==> config.mk <==
export PLATFORM = sky130hd
export DESIGN_NAME = freq_div_prog
export DESIGN_NICKNAME = d
export VERILOG_FILES = /design/src/rtl/freq_div_prog.sv
export SDC_FILE = /design/constraint.sdc
export NUM_CORES = 1
export LEC_CHECK = 0
export ABC_CLOCK_PERIOD_IN_PS = 4900
export CAP_MARGIN = 20
export CORE_MARGIN = 4
export CORE_UTILIZATION = 30
export CTS_CLUSTER_SIZE = 14
export DETAILED_ROUTE_END_ITERATION = 7
export HOLD_SLACK_MARGIN = 0.1
export SYNTH_ARGS = -nofsm -noshare
export SYNTH_HDL_FRONTEND = slang
export SYNTH_SLANG_ARGS = --single-unit
==> constraint.sdc <==
create_clock -name CLK -period 4.9 [get_ports CLK]
set_clock_uncertainty 0.05 [all_clocks]
set_input_delay 0.98 -clock CLK [delete_from_list [all_inputs] [get_ports CLK]]
set_output_delay 0.98 -clock CLK [all_outputs]
set_load 0.05 [all_outputs]
==> src/rtl/freq_div_prog.sv <==
// Programmable clock divider: CLKDIV with near-50% duty plus a period-start TICK.
// A new divisor is applied only at a period boundary, so CLKDIV never glitches.
//
// Ports:
//   CLK     system clock, rising edge
//   RSTN    synchronous active-low reset
//   EN      divider enable; low forces phase 0 and both outputs low
//   DIV     requested divisor, captured (clamped to >= 2) when DIV_LD=1
//   DIV_LD  one-cycle load strobe
//   CLKDIV  divided clock, high for ceil(D/2), low for floor(D/2) cycles
//   TICK    one-cycle pulse on the first cycle of each CLKDIV period
//   PEND    a loaded divisor waits for the next period boundary
//   DIV_ACT divisor currently in effect
module freq_div_prog #(
   parameter int DIV_W   = 8,
   parameter int DEF_DIV = 8
) (
   input  logic             CLK,
   input  logic             RSTN,
   input  logic             EN,
   input  logic [DIV_W-1:0] DIV,
   input  logic             DIV_LD,
   output logic             CLKDIV,
   output logic             TICK,
   output logic             PEND,
   output logic [DIV_W-1:0] DIV_ACT
);

   localparam logic [DIV_W-1:0] DEF = DIV_W'(DEF_DIV);
   localparam logic [DIV_W-1:0] ONE = DIV_W'(1);
   localparam logic [DIV_W-1:0] TWO = DIV_W'(2);

   logic [DIV_W-1:0] phase_q, phase_d;
   logic [DIV_W-1:0] act_q, act_d;
   logic [DIV_W-1:0] pv_q, pv_d;
   logic             pend_q, pend_d;
   logic             run_q, run_d;
   logic             clkdiv_q, clkdiv_d;
   logic             tick_q, tick_d;
   logic [DIV_W-1:0] div_c;
   logic [DIV_W:0]   half;
   logic             wrap;

   always_comb begin
      div_c   = (DIV < TWO) ? TWO : DIV;
      wrap    = run_q && (phase_q == act_q - ONE);
      phase_d = phase_q;
      act_d   = act_q;
      pv_d    = pv_q;
      pend_d  = pend_q;
      run_d   = run_q;
      if (!EN) begin
         // Idle: a load or a waiting value applies at once.
         phase_d = '0;
         run_d   = 1'b0;
         pend_d  = 1'b0;
         if (DIV_LD) begin
            act_d = div_c;
            pv_d  = div_c;
         end else if (pend_q) begin
            act_d = pv_q;
         end
      end else if (!run_q || wrap) begin
         // Period start: the only point where the divisor may change.
         phase_d = '0;
         run_d   = 1'b1;
         pend_d  = 1'b0;
         if (DIV_LD) begin
            act_d = div_c;
            pv_d  = div_c;
         end else if (pend_q) begin
            act_d = pv_q;
         end
      end else begin
         phase_d = phase_q + ONE;
         if (DIV_LD) begin
            pv_d   = div_c;
            pend_d = 1'b1;
         end
      end
      // Extra bit so D = 2^DIV_W-1 does not overflow when rounding up.
      half     = ({1'b0, act_d} + (DIV_W+1)'(1)) >> 1;
      clkdiv_d = EN && ({1'b0, phase_d} < half);
      tick_d   = EN && (phase_d == '0);
   end

   always_ff @(posedge CLK) begin
      if (!RSTN) begin
         phase_q  <= '0;
         act_q    <= DEF;
         pv_q     <= DEF;
         pend_q   <= 1'b0;
         run_q    <= 1'b0;
         clkdiv_q <= 1'b0;
         tick_q   <= 1'b0;
      end else begin
         phase_q  <= phase_d;
         act_q    <= act_d;
         pv_q     <= pv_d;
         pend_q   <= pend_d;
         run_q    <= run_d;
         clkdiv_q <= clkdiv_d;
         tick_q   <= tick_d;
      end
   end

   assign CLKDIV  = clkdiv_q;
   assign TICK    = tick_q;
   assign PEND    = pend_q;
   assign DIV_ACT = act_q;

endmodule

* After elaboration in Yosys (flattened, before gate mapping) *
Index checks and enable logic that the tools add are counted.

word-level totals
  output and inout bits = 11
  bits in registers = 28
  memories kept = 0
  latch bits = 0
  bits in read-only memories = 0
  memory bits (writable) = 0
  input port bits = 12

cells by class
  bitwise logic cells = 2
  reductions and logical operators = 8
  muxes and demuxes = 7
  order comparisons = 2
  $add $sub $neg = 3
  divide/modulo/power cells = 0
  multipliers = 0
  equal/unequal tests = 1
  shift-type cells = 0

operator list
  cell                                                                   number
  8-bit two-way mux                                                      7
  8-bit by 1-bit adder with 9-bit output (second input constant)         1
  8-bit by 1-bit adder with 8-bit output (second input constant)         1
  8-bit == test                                                          1
  8-bit logical NOT                                                      1
  8-bit by 2-bit < comparator with 1-bit output (second input constant)  1
  8-bit < comparator                                                     1
  8-bit by 1-bit subtractor with 8-bit output (second input constant)    1
  1-bit logical AND                                                      3
  3-bit OR reduction                                                     1
  1-bit NOT                                                              2
  2-bit AND reduction                                                    1
  1-bit logical NOT                                                      1
  1-bit logical OR                                                       1

* Longest topological paths before layout *
Gate-level depths: netlist (run 1).

  depth in word-level cells = 9
  mapped depth = 17
  mapped depth without buffers = 16

* Worst setup path after synthesis (run 1) *
OpenSTA, ideal clock, no wires.

  path type = reg-to-reg
  start point = register act_q[0] (netlist: DIV_ACT[0])
  end point = register clkdiv_q (netlist: CLKDIV)
  buffers on the path = 1
  cell stages (with the launch flop) = 18
  clock period less this slack = 3.829 ns
  data required time = 4.791 ns
  arrival time = 3.720 ns
  slack = 1.071 ns
  cell sequence = dfxtp_1 inv_1 ha_1 or3b_1 nor3_1 xnor2_1 a2111oi_4 buf_4 o31ai_2 or2_1 ha_1 nor3b_2 xor2_1 ha_1 nand3_1 nor2_1 nor4_1 o31a_1

on the way
  longest elaborated chain between the ends = 9
  elaborated cells on any way between the ends = 13

RTL lines
  what                                         RTL line  source
  from (decl)                                  34        logic [DIV_W-1:0] act_q, act_d;
  from (signal assigned)                       98        act_q <= act_d;
  8-bit by 1-bit subtractor with 8-bit output  46        wrap = run_q && (phase_q == act_q - ONE);
  8-bit == test                                46
  1-bit logical AND                            46
  1-bit logical OR                             63        end else if (!run_q || wrap) begin
  8-bit two-way mux                            63
  8-bit two-way mux (*)                        52        if (!EN) begin
  named net act_d[0]                           34
  8-bit by 1-bit adder with 9-bit output (*)   82        half = ({1'b0, act_d} + (DIV_W+1)'(1)) >> 1;
  8-bit < comparator (*)                       83        clkdiv_d = EN && ({1'b0, phase_d} < half);
  1-bit logical AND (*)                        83
  to (signal assigned)                         102       clkdiv_q <= clkdiv_d;
  to (decl)                                    38        logic clkdiv_q, clkdiv_d;

Mark *: on every way through the listed nets, which the timed path passes. The rest lies on a longest branch.
A chain may end at the register's enable or synchronous reset.

* Final worst setup path (run 1) *
  start point = input port DIV[2]
  end point = register clkdiv_q (netlist: CLKDIV)

on the way
  longest elaborated chain between the ends = 8

RTL lines
  what                                               RTL line  source
  from (decl)                                        21        input logic [DIV_W-1:0] DIV,
  8-bit by 2-bit < comparator with 1-bit output (*)  45        div_c = (DIV < TWO) ? TWO : DIV;
  8-bit two-way mux (*)                              45
  8-bit two-way mux (*)                              57, 68
  8-bit two-way mux                                  63
  8-bit two-way mux (*)                              52
  named net act_d[1]                                 34
  8-bit by 1-bit adder with 9-bit output (*)         82
  8-bit < comparator (*)                             83
  1-bit logical AND (*)                              83

Marks and branches as above.

==> metrics, run 1 <==
Synth Cell Area=~2100 um2; leading cell type in the layout, fill and taps excluded=nor2_1; number of I/O pins=23; synthesized area per cell=roughly 8.0 um2; metal1 wirelength=~2.5 mm; fin crit share=0.8333; actual slew at the worst max-slew pin=0.7180 ns; Die X=91.21 um; CTS tree=yes; Max Freq=0.2449 GHz; met2 WL=2.556 mm; Period minus WS final=around 4.1 ns; Post-DP Area=roughly 2400 um2; antenna viol nets, final=0; Core Box Area=about 6800 um2; Sequential Area=about 560 um2; synthesized flop and latch total=28; CP endpoint kind=flop; Async SR Flop Fraction=0; Hold WC Path Type=reg2reg; pwr dens=217.9 nW/um2; largest net degree at the start of global routing=24; gpl congestion=between 0.7 and 0.8; CTS resizes=0; Die ar.=approximately 8300 um2; Via density=~5.3; # fillers=around 720; IO Port Bufs=22; Worst-path clk slew=approximately 0.090 ns; Max Cap Viol=0; RSZ-0062 raised after global routing=false; number of global-route vias before repair=1760; number of synthesized flops with an enable pin=0; Fin. Hold Viols=0; worst path cell trace=clkdlybuf4s50_1 > or4_1 > nor4_1 > o21a_1 > a21oi_1 > o221ai_2 > or2_2 > ha_1 > nor3b_2 > xor2_1 > ha_1 > nand3_1 > nor2_1 > nor4_1 > o31a_1; peak supply drop=~0.086 mV; Largest stage delay, worst path=0.51 ns; area of the multi-input gates=approximately 1400 um2; P_leak=0.9137 nW; post-synthesis cell type count=62; setup bufs post-CTS=0; max-slew violations=0; nets@finish=between 200 and 300; Final Util=0.3550; Main synth FF type=dfxtp_1; Detailed Route WL=approximately 5.3 mm; WL met3=~290 um; Seq/Total Area, Yosys=0.2699; Clk Latency, worst-skew pair=0.27 ns; Starting Density=0.3074; max layer used=met4; Slew HR=0.5207; hold buffer count at CTS=0; H-tree depth=1; final cell count without fillers=354; Critical-path top delay cell=or4_1; CP Max Fanout=3; setup TNS=0 ns; CP startpoint kind=input port; status=completed; Synthesized Nets=281; DR WL/cell=~15 um; initial antenna violation count=0; post-route cell area=between 2000 and 2500 um2; drt drc=0; Detailed Place HPWL=~4.2 mm; Die H=roughly 91 um; cell family with most CP delay=simple AND/OR/NAND/NOR gates; Post-Place Cells=about 350; critical path class=in2reg; Synth-to-Final Area Change=15.48%; first-pass GRT wire length=roughly 8.7 mm; routed vias=~1900; global route overflow=0; Syn. warnings=0; ant diodes=0; Synth Instances=between 200 and 300; Initial DRC Count=100; TritonCTS buffer count=3; Critical Path RT=5.07 ns; Clock Tree Root=clkbuf_8; crit path DAT=roughly 4.3 ns; Buf+Inv Stages, Crit Path=1; layout cell share with drive strength beyond 1=0.08394; row cnt=30; GRT Util Overall=0.1268; CTS Sinks=28; setup violators final=0; most frequent cells in the layout=nor2_1, dfxtp_1, nand2_1, clkdlybuf4s50_1, a21oi_1; first drt pass iteration count=4; Bufs on Longest Clock Path=2
## worst paths after layout
| path | startpoint | to | slack (ns) | cells after the start |
|---|---|---|---|---|
| setup / recovery | DIV[2] | CLKDIV$_SDFF_PN0_ | 0.82 | 15 |
| hold / removal | pv_q[6]$_SDFFE_PN0P_ | pv_q[6]$_SDFFE_PN0P_ | 0.44 | 2 |
| setup reg to reg | DIV_ACT[0]$_SDFF_PN0_ | CLKDIV$_SDFF_PN0_ | 0.94 | 16 |
| hold reg to reg | pv_q[6]$_SDFFE_PN0P_ | pv_q[6]$_SDFFE_PN0P_ | 0.44 | 2 |
## Yosys cell counts (all sizes together) (2+ instances only)
master	number	area [um2]
nor2	36	135.1
dfxtp	28	560.5
nand2	23	88.84
a21oi	17	88.84
o21ai	12	75.07
nor3	11	55.05
xnor2	11	96.34
xor2	11	96.34
ha	10	125.1
buf	7	40.03
nand3	7	35.03
nor2b	7	43.79
a31oi	6	37.54
and3	6	38.79
clkbuf	6	22.52
and2	5	31.28
inv	5	18.77
nor4	5	52.55
mux2i	4	40.04
o211ai	4	43.79
a22oi	3	22.52
nand2b	3	18.77
a211oi	2	20.02
a21o	2	15.01
nor3b	2	20.02
nor4b	2	17.52
o22ai	2	18.77
o31ai	2	20.02
or2	2	12.52
or3b	2	17.52
or4	2	18.77
## where the power goes
| part | internal (mW) | leakage (nW) | total (mW) | switching, mW |
|---|---|---|---|---|
| clock network | 0.0552 | 0.0216 | 0.125 | 0.0700 |
| logic | 0.0587 | 0.662 | 0.146 | 0.0868 |
| registers | 0.238 | 0.230 | 0.252 | 0.0142 |
| total | 0.352 | 0.914 | 0.523 | 0.171 |
## stage by stage
step	total power, mW	hold WS (ns)	worst slack [ns]
global route	0.5538	0.4581	0.6357
detailed placement	0.4026	0.4253	0.5904
floorplan	0.3580	0.4091	1.071
global placement	0.4010	0.4250	0.6867
finish	0.5226	0.4398	0.8170
CTS	0.5306	0.4408	0.8366
## state kept, by name (all words and copies together) (netlist names)
signal	flops
CLKDIV	1
DIV_ACT	8
PEND	1
TICK	1
phase_q	8
pv_q	8
run_q	1
## final cells by class
class / count / share of cell area
inverters: 5 / 0.007825
flip-flops and latches: 28 / 0.2337
multi-input cells: 213 / 0.5983
clock buffers: 3 / 0.01721
well taps: 80 / 0.04173
repair buffers: 25 / 0.1012
## tightest hold or removal path, delay by kind of cell (launching register included)
kind,cells,cell delay [ns]
DFF,1,0.33
and+or+nand+nor,1,0.06
AOI/OAI and AO/OA,1,0.05
## routing by layer
layer | track usage | vias up
met4 | 0.02261 | 0
met3 | 0.01574 | 5
li1 | - | 957
met5 | 0 | -
met1 | 0.1709 | 883
met2 | 0.2183 | 40
## cell families after synthesis
family | after synthesis | synth area share
adders and majority gates | 10 | 0.06024
DFF | 28 | 0.2699
AOI/OAI and AO/OA | 61 | 0.2241
muxes | 4 | 0.01928
and+or+nand+nor | 116 | 0.2946
buffers and inverters | 18 | 0.03915
xor gates and xnor gates | 22 | 0.09277
No activity file was read; power rests on OpenSTA's default activity.
==> run 2, diff against run 1 <==
--- a/config.mk
+++ b/config.mk
@@ -5,7 +5,7 @@
 export SDC_FILE = /design/constraint.sdc
 export NUM_CORES = 1
 export LEC_CHECK = 0
-export ABC_CLOCK_PERIOD_IN_PS = 4900
+export ABC_CLOCK_PERIOD_IN_PS = 3600
 export CAP_MARGIN = 20
 export CORE_MARGIN = 4
 export CORE_UTILIZATION = 30
==> constraint.sdc (replaced) <==
create_clock -name CLK -period 3.6 [get_ports CLK]
set_clock_uncertainty 0.05 [all_clocks]
set_input_delay 0.72 -clock CLK [delete_from_list [all_inputs] [get_ports CLK]]
set_output_delay 0.72 -clock CLK [all_outputs]
set_load 0.05 [all_outputs]
==> metrics, run 2 (synthesis gave the netlist of run 1 again) <==
status=finished, violations left (was completed); failing checks=setup timing; Initial DRC Count=94 (was 100); Setup WS pre-CTS=-0.4592 ns (was 0.5904 ns); CTS Sinks=28 (unchanged); Max Freq=approximately 0.27 GHz; critical path class=reg2reg (was in2reg); most frequent cells in the layout=buf_4, nor2_1, dfxtp_1 (was nor2_1, dfxtp_1, nand2_1, clkdlybuf4s50_1, a21oi_1); CP startpoint kind=flop (was input port); Critical-path top delay cell=or4_4 (was or4_1); RR Startpoint=DIV_ACT[2]$_SDFF_PN0_ (was DIV_ACT[0]$_SDFF_PN0_); gpl congestion=0.8070 (was 0.7981); setup violators final=1 (was 0); layout cell share with drive strength beyond 1=0.2681 (was 0.08394); actual slew at the worst max-slew pin=0.6774 ns (was 0.7180 ns); Fin. Hold Viols=0 (unchanged); P_leak=1.196 nW (was 0.9137 nW); largest net degree at the start of global routing=24 (unchanged); Via density=5.111 (was 5.325); Clock Tree Root=clkbuf_8 (unchanged); CP Max Fanout=4 (was 3); Post-DP Area=2648 um2 (was 2357 um2); global route overflow=0 (unchanged); cell mode on critical path=ha_4; Core Box Area=6756 um2 (unchanged); Die X=91.21 um (unchanged); Die ar.=8318 um2 (unchanged); Net Sw Frac=0.3167 (was 0.3272); # fillers=693 (was 717); IO Port Bufs=22 (unchanged); nets@finish=340 (was 298); Die H=91.21 um (unchanged); worst hold stages=2 (unchanged); fin crit share=1.041; number of I/O pins=23 (unchanged); Critical Path RT=3.78 ns (was 5.07 ns); H-tree depth=1 (unchanged); Power Internal=0.5661 mW (was 0.3516 mW); Synth-to-Final Area Change=39.76% (was 15.48%); post-route cell area=2903 um2 (was 2399 um2); antenna viol nets, final=0 (unchanged); sequential share of power=0.407 (was 0.482); reg2reg end=CLKDIV$_SDFF_PN0_ (unchanged); Final Util=0.4296 (was 0.3550); crit path DAT=3.92 ns (was 4.26 ns); number of global-route vias before repair=1897 (was 1760); first-pass GRT wire length=9.211 mm (was 8.714 mm); ant diodes=0 (unchanged); Comb power frac=0.319 (was 0.278); Max Cap Viol=0 (unchanged); Detailed Route WL=5.796 mm (was 5.349 mm); hold path startpoint=pv_q[5]$_SDFFE_PN0P_ (was pv_q[6]$_SDFFE_PN0P_); worst reg2reg path depth=14 (was 16); first drt pass iteration count=4 (unchanged); Largest stage delay, worst path=0.57 ns (was 0.51 ns); worst reg-to-reg setup slack=-0.15 ns (was 0.94 ns); routed vias=2029 (was 1885); pwr dens=285.4 nW/um2 (was 217.9 nW/um2); CP endpoint kind=flop (unchanged); row cnt=30 (unchanged); Hold WC Path Type=reg2reg (unchanged); fin worst setup slack=-0.1459 ns (was 0.8170 ns); worst path cell trace=or4_4 > o221a_1 > a211oi_4 > a2111oi_4 > buf_4 > o31ai_2 > or2_1 > ha_4 > nor3b_4 > nand3b_1 > ha_4 > nor2b_1 > nor4_1 > o31a_1 (was clkdlybuf4s50_1 > or4_1 > nor4_1 > o21a_1 > a21oi_1 > o221ai_2 > or2_2 > ha_1 > nor3b_2 > xor2_1 > ha_1 > nand3_1 > nor2_1 > nor4_1 > o31a_1); Detailed Place HPWL=4.452 mm (was 4.163 mm); DR WL/cell=14.60 um (was 15.11 um); RSZ-0062 raised after global routing=true (was false); cell family with most CP delay=simple AND/OR/NAND/NOR gates (unchanged); max-slew violations=0 (unchanged); Bufs on Longest Clock Path=2 (unchanged); Slew HR=0.5478 (was 0.5207); final hold slack=0.4399 ns (was 0.4398 ns); Buf+Inv Stages, Crit Path=1 (unchanged); TritonCTS buffer count=3 (unchanged); worst hold endpoint=pv_q[5]$_SDFFE_PN0P_ (was pv_q[6]$_SDFFE_PN0P_); Period minus WS final=approximately 3.7 ns; peak supply drop=0.1796 mV (was 0.08559 mV); GRT Util Overall=0.1343 (was 0.1268); Clk Latency, worst-skew pair=0.28 ns (was 0.27 ns); CTS tree=yes (unchanged); switching pwr=0.2624 mW (was 0.1710 mW); Clk network pwr share=0.274 (was 0.240); Worst-path clk slew=0.11 ns (was 0.09 ns); final cell count without fillers=397 (was 354); Post-Place Cells=385 (was 351); leading cell type in the layout, fill and taps excluded=buf_4 (was nor2_1); Starting Density=0.3074 (unchanged); drt drc=0 (unchanged); initial antenna violation count=0 (unchanged)
-- run 2: layout make-up --
class	count	area [um2]	share of cell area
Multi-Input combinational cell	213	1567	0.5397
Timing Repair Buffer	67	576.8	0.1987
Sequential cell	28	574.3	0.1978
Tap cell	80	100.1	0.03448
Inverter	5	18.77	0.006466
Clock buffer	4	66.31	0.02284
-- run 2: metal layers --
layer  wire, um  vias up  global-route usage
li1           -     1044                   -
met5          0        -                   0
met4         72        0             0.02136
met1       2576      929              0.1771
met2       2857       48              0.2348
met3        289        8             0.01988
-- run 2: worst max path at each step --
stage                                from                 to  slack [ns]  cells after the start
floorplan           DIV_ACT[1]$_SDFF_PN0_  CLKDIV$_SDFF_PN0_       0.003                     15
global placement                   DIV[2]  CLKDIV$_SDFF_PN0_       -0.32                     14
detailed placement                 DIV[2]  CLKDIV$_SDFF_PN0_       -0.46                     14
CTS                                DIV[2]  CLKDIV$_SDFF_PN0_       -0.12                     14
global route        DIV_ACT[2]$_SDFF_PN0_  CLKDIV$_SDFF_PN0_       -0.27                     16
finish              DIV_ACT[2]$_SDFF_PN0_  CLKDIV$_SDFF_PN0_       -0.15                     14
-- run 2: worst reg2reg max path, stage by stage (launching register included) --
cell and delay [ns]:
dfxtp_4 0.36, or4_4 0.57, o221a_1 0.31, a211oi_4 0.26
a2111oi_4 0.12, buf_4 0.18, o31ai_2 0.24, or2_1 0.21
ha_4 0.16, nor3b_4 0.21, nand3b_1 0.17, ha_4 0.28
nor2b_1 0.12, nor4_1 0.28, o31a_1 0.17
-- run 2: through the flow --
step                setup TNS [ns]  power [mW]
global route               -0.2701      0.8720
floorplan                        0      0.4891
global placement           -0.3175      0.5781
finish                     -0.1459      0.8284
detailed placement         -0.4592      0.5820
CTS                        -0.1160      0.8129
-- run 2: power groups by stage --
stage          logic [mW]  registers (mW)  clock network, mW
6_report            0.264           0.337              0.227
5_1_grt             0.285           0.340              0.247
4_1_cts             0.240           0.337              0.236
3_5_place_dp        0.238           0.344                  0
3_3_place_gp        0.235           0.344                  0
2_1_floorplan       0.120           0.369                  0
-- run 2: repair_timing --
| item | 4_1_cts | 5_1_grt |
|---|---|---|
| hold buffers | 0 | 0 |
| pin swaps | 1 | 17 |
| gates resized for setup | 2 | 24 |
| buffers inserted | 0 | 8 |
| cloned | 0 | 0 |
| endpoints found under the setup margin | 1 | 1 |
==> run 3, diff against run 2 <==
--- a/config.mk
+++ b/config.mk
@@ -11,7 +11,9 @@
 export CORE_UTILIZATION = 30
 export CTS_CLUSTER_SIZE = 14
 export DETAILED_ROUTE_END_ITERATION = 7
+export GPL_TIMING_DRIVEN = 0
 export HOLD_SLACK_MARGIN = 0.1
+export SETUP_SLACK_MARGIN = 0.15
 export SYNTH_ARGS = -nofsm -noshare
 export SYNTH_HDL_FRONTEND = slang
 export SYNTH_SLANG_ARGS = --single-unit
==> metrics, run 3 (synthesis gave the netlist of run 1 again) <==
Detailed Place HPWL=4.171 mm (was 4.452 mm); number of I/O pins=23 (unchanged); drt drc=0 (unchanged); Largest stage delay, worst path=0.57 ns (about the same); first drt pass iteration count=4 (unchanged); RSZ-0062 raised after global routing=true (unchanged); gpl congestion=0.8494 (was 0.8070); Clk Latency, worst-skew pair=0.28 ns (about the same); Bufs on Longest Clock Path=2 (unchanged); CP Max Fanout=4 (unchanged); ant diodes=0 (unchanged); fin worst setup slack=-0.06119 ns (was -0.1459 ns); antenna viol nets, final=0 (unchanged); Power Internal=0.5416 mW (was 0.5661 mW); first-pass GRT wire length=9.432 mm (was 9.211 mm); CTS tree=yes (unchanged); largest net degree at the start of global routing=17 (was 24); worst reg2reg path depth=14 (unchanged); Max Cap Viol=0 (unchanged); Post-DP Area=2457 um2 (was 2648 um2); most frequent cells in the layout=nor2_1, dfxtp_1, nand2_1 (was buf_4, nor2_1, dfxtp_1); Post-Place Cells=360 (was 385); Detailed Route WL=5.595 mm (was 5.796 mm); crit path DAT=3.85 ns (was 3.92 ns); row cnt=30 (unchanged); setup violators final=1 (unchanged); switching pwr=0.2614 mW (was 0.2624 mW); total power=0.8029 mW (was 0.8284 mW); worst hold stages=2 (unchanged); Via density=5.316 (was 5.111); Synth-to-Final Area Change=31.08% (was 39.76%); DR WL/cell=15.00 um (was 14.60 um); leading cell type in the layout, fill and taps excluded=nor2_1 (was buf_4); setup TNS=-0.06119 ns (was -0.1459 ns); Clk network pwr share=0.288 (was 0.274); Starting Density=0.3074 (unchanged); Net Sw Frac=0.3255 (was 0.3167); fin crit share=1.017 (was 1.041); TritonCTS buffer count=3 (unchanged); peak supply drop=0.1541 mV (was 0.1796 mV); Setup WS pre-CTS=-0.6558 ns (was -0.4592 ns); H-tree depth=1 (unchanged); Die H=91.21 um (unchanged); Comb power frac=0.286 (was 0.319); # fillers=689 (was 693); CTS Sinks=28 (unchanged); Die ar.=8318 um2 (unchanged); sequential share of power=0.426 (was 0.407); Die X=91.21 um (unchanged); Critical Path RT=3.78 ns (about the same); cell mode on critical path=ha_4 (unchanged); worst path cell trace=or4_4 > buf_6 > nor4_4 > a211oi_2 > a2111o_1 > o221ai_2 > or2_4 > ha_4 > nor3b_4 > nand3b_1 > ha_4 > nor2b_1 > nor4_2 > o31a_1 (was or4_4 > o221a_1 > a211oi_4 > a2111oi_4 > buf_4 > o31ai_2 > or2_1 > ha_4 > nor3b_4 > nand3b_1 > ha_4 > nor2b_1 > nor4_1 > o31a_1); Final Util=0.4030 (was 0.4296); nets@finish=316 (was 340); max-slew violations=0 (unchanged); Slew HR=0.6536 (was 0.5478); Fin. Hold Viols=0 (unchanged); layout cell share with drive strength beyond 1=0.2218 (was 0.2681); Critical-path top delay cell=or4_4 (unchanged); CP endpoint kind=flop (unchanged); critical path class=reg2reg (unchanged); failing checks=setup timing (unchanged); actual slew at the worst max-slew pin=0.5196 ns (was 0.6774 ns); Core Box Area=6756 um2 (unchanged); Worst-path clk slew=0.10 ns (was 0.11 ns); global route overflow=0 (unchanged); post-route cell area=2723 um2 (was 2903 um2); Initial DRC Count=113 (was 94); P_leak=1.052 nW (was 1.196 nW); CP startpoint kind=flop (unchanged); IO Port Bufs=21 (was 22); Hold WC Path Type=reg2reg (unchanged); number of global-route vias before repair=1910 (was 1897); pwr dens=294.9 nW/um2 (was 285.4 nW/um2); initial antenna violation count=0 (unchanged); final hold slack=0.4461 ns (was 0.4399 ns); routed vias=1983 (was 2029); GRT Util Overall=0.1399 (was 0.1343); hold buffer count at CTS=0 (unchanged); final cell count without fillers=373 (was 397); Max Freq=0.2731 GHz (was 0.2670 GHz); Clock Tree Root=clkbuf_8 (unchanged); Period minus WS final=3.661 ns (was 3.746 ns); status=finished, violations left (unchanged)
-- run 3: cell types whose count changed in the layout (fill, tap and decap cells not counted), moves of 3 or more --
cell | previous run | this run
dlygate4sd2_1 | 0 | 3
dlymetal6s2s_1 | 3 | 0
buf_2 | 0 | 4
buf_4 | 43 | 10
clkbuf_1 | 0 | 4
-- run 3: cell type report --
| cell class | instances | area (um2) | share of cell area |
|---|---|---|---|
| plain buffers | 12 | 66.31 | 0.02436 |
| clock buffers | 4 | 66.31 | 0.02436 |
| inverters | 5 | 18.77 | 0.006893 |
| multi-input cells | 213 | 1600 | 0.5878 |
| flip-flops and latches | 28 | 581.8 | 0.2137 |
| well taps | 80 | 100.1 | 0.03676 |
| repair buffers | 31 | 289.0 | 0.1062 |
-- run 3: timing repair --
action | 4_1_cts | 5_1_grt
setup endpoints to repair | 1 | 1
pin swaps | 13 | 7
resized for setup | 23 | 8
setup buffers | 9 | 1
-- run 3: power by group through the flow --
stage	combinational, mW	sequential (mW)	clock, mW
after floorplan	0.123	0.369	0
after detailed placement	0.207	0.346	0
after global routing	0.251	0.345	0.247
after global placement	0.206	0.346	0
after CTS	0.232	0.338	0.234
final	0.229	0.342	0.231
-- run 3: path summary, 6_finish.rpt --
check | from | endpoint | slack (ns)
worst min-delay path | pv_q[6]$_SDFFE_PN0P_ | pv_q[6]$_SDFFE_PN0P_ | 0.45
worst max register to register | DIV_ACT[2]$_SDFF_PN0_ | CLKDIV$_SDFF_PN0_ | -0.06
worst min register to register | pv_q[6]$_SDFFE_PN0P_ | pv_q[6]$_SDFFE_PN0P_ | 0.45
worst max-delay path | DIV_ACT[2]$_SDFF_PN0_ | CLKDIV$_SDFF_PN0_ | -0.06
-- run 3: worst max-delay path, delay by kind of cell (launching register included) --
family / cells / cell delay, ns
compound gates: 4 / 1.07
fa+ha+maj: 2 / 0.38
flops: 1 / 0.36
buf+inv: 1 / 0.15
simple gates: 7 / 1.59
-- run 3: metal layers --
layer	track usage	vias up	wire length [um]	part of all wire
met2	0.2373	30	2702	0.48
met4	0.05653	0	88	0.016
met1	0.1784	945	2657	0.47
li1	-	1002	-	-
met3	0.01823	6	147	0.026
met5	0	-	0	0
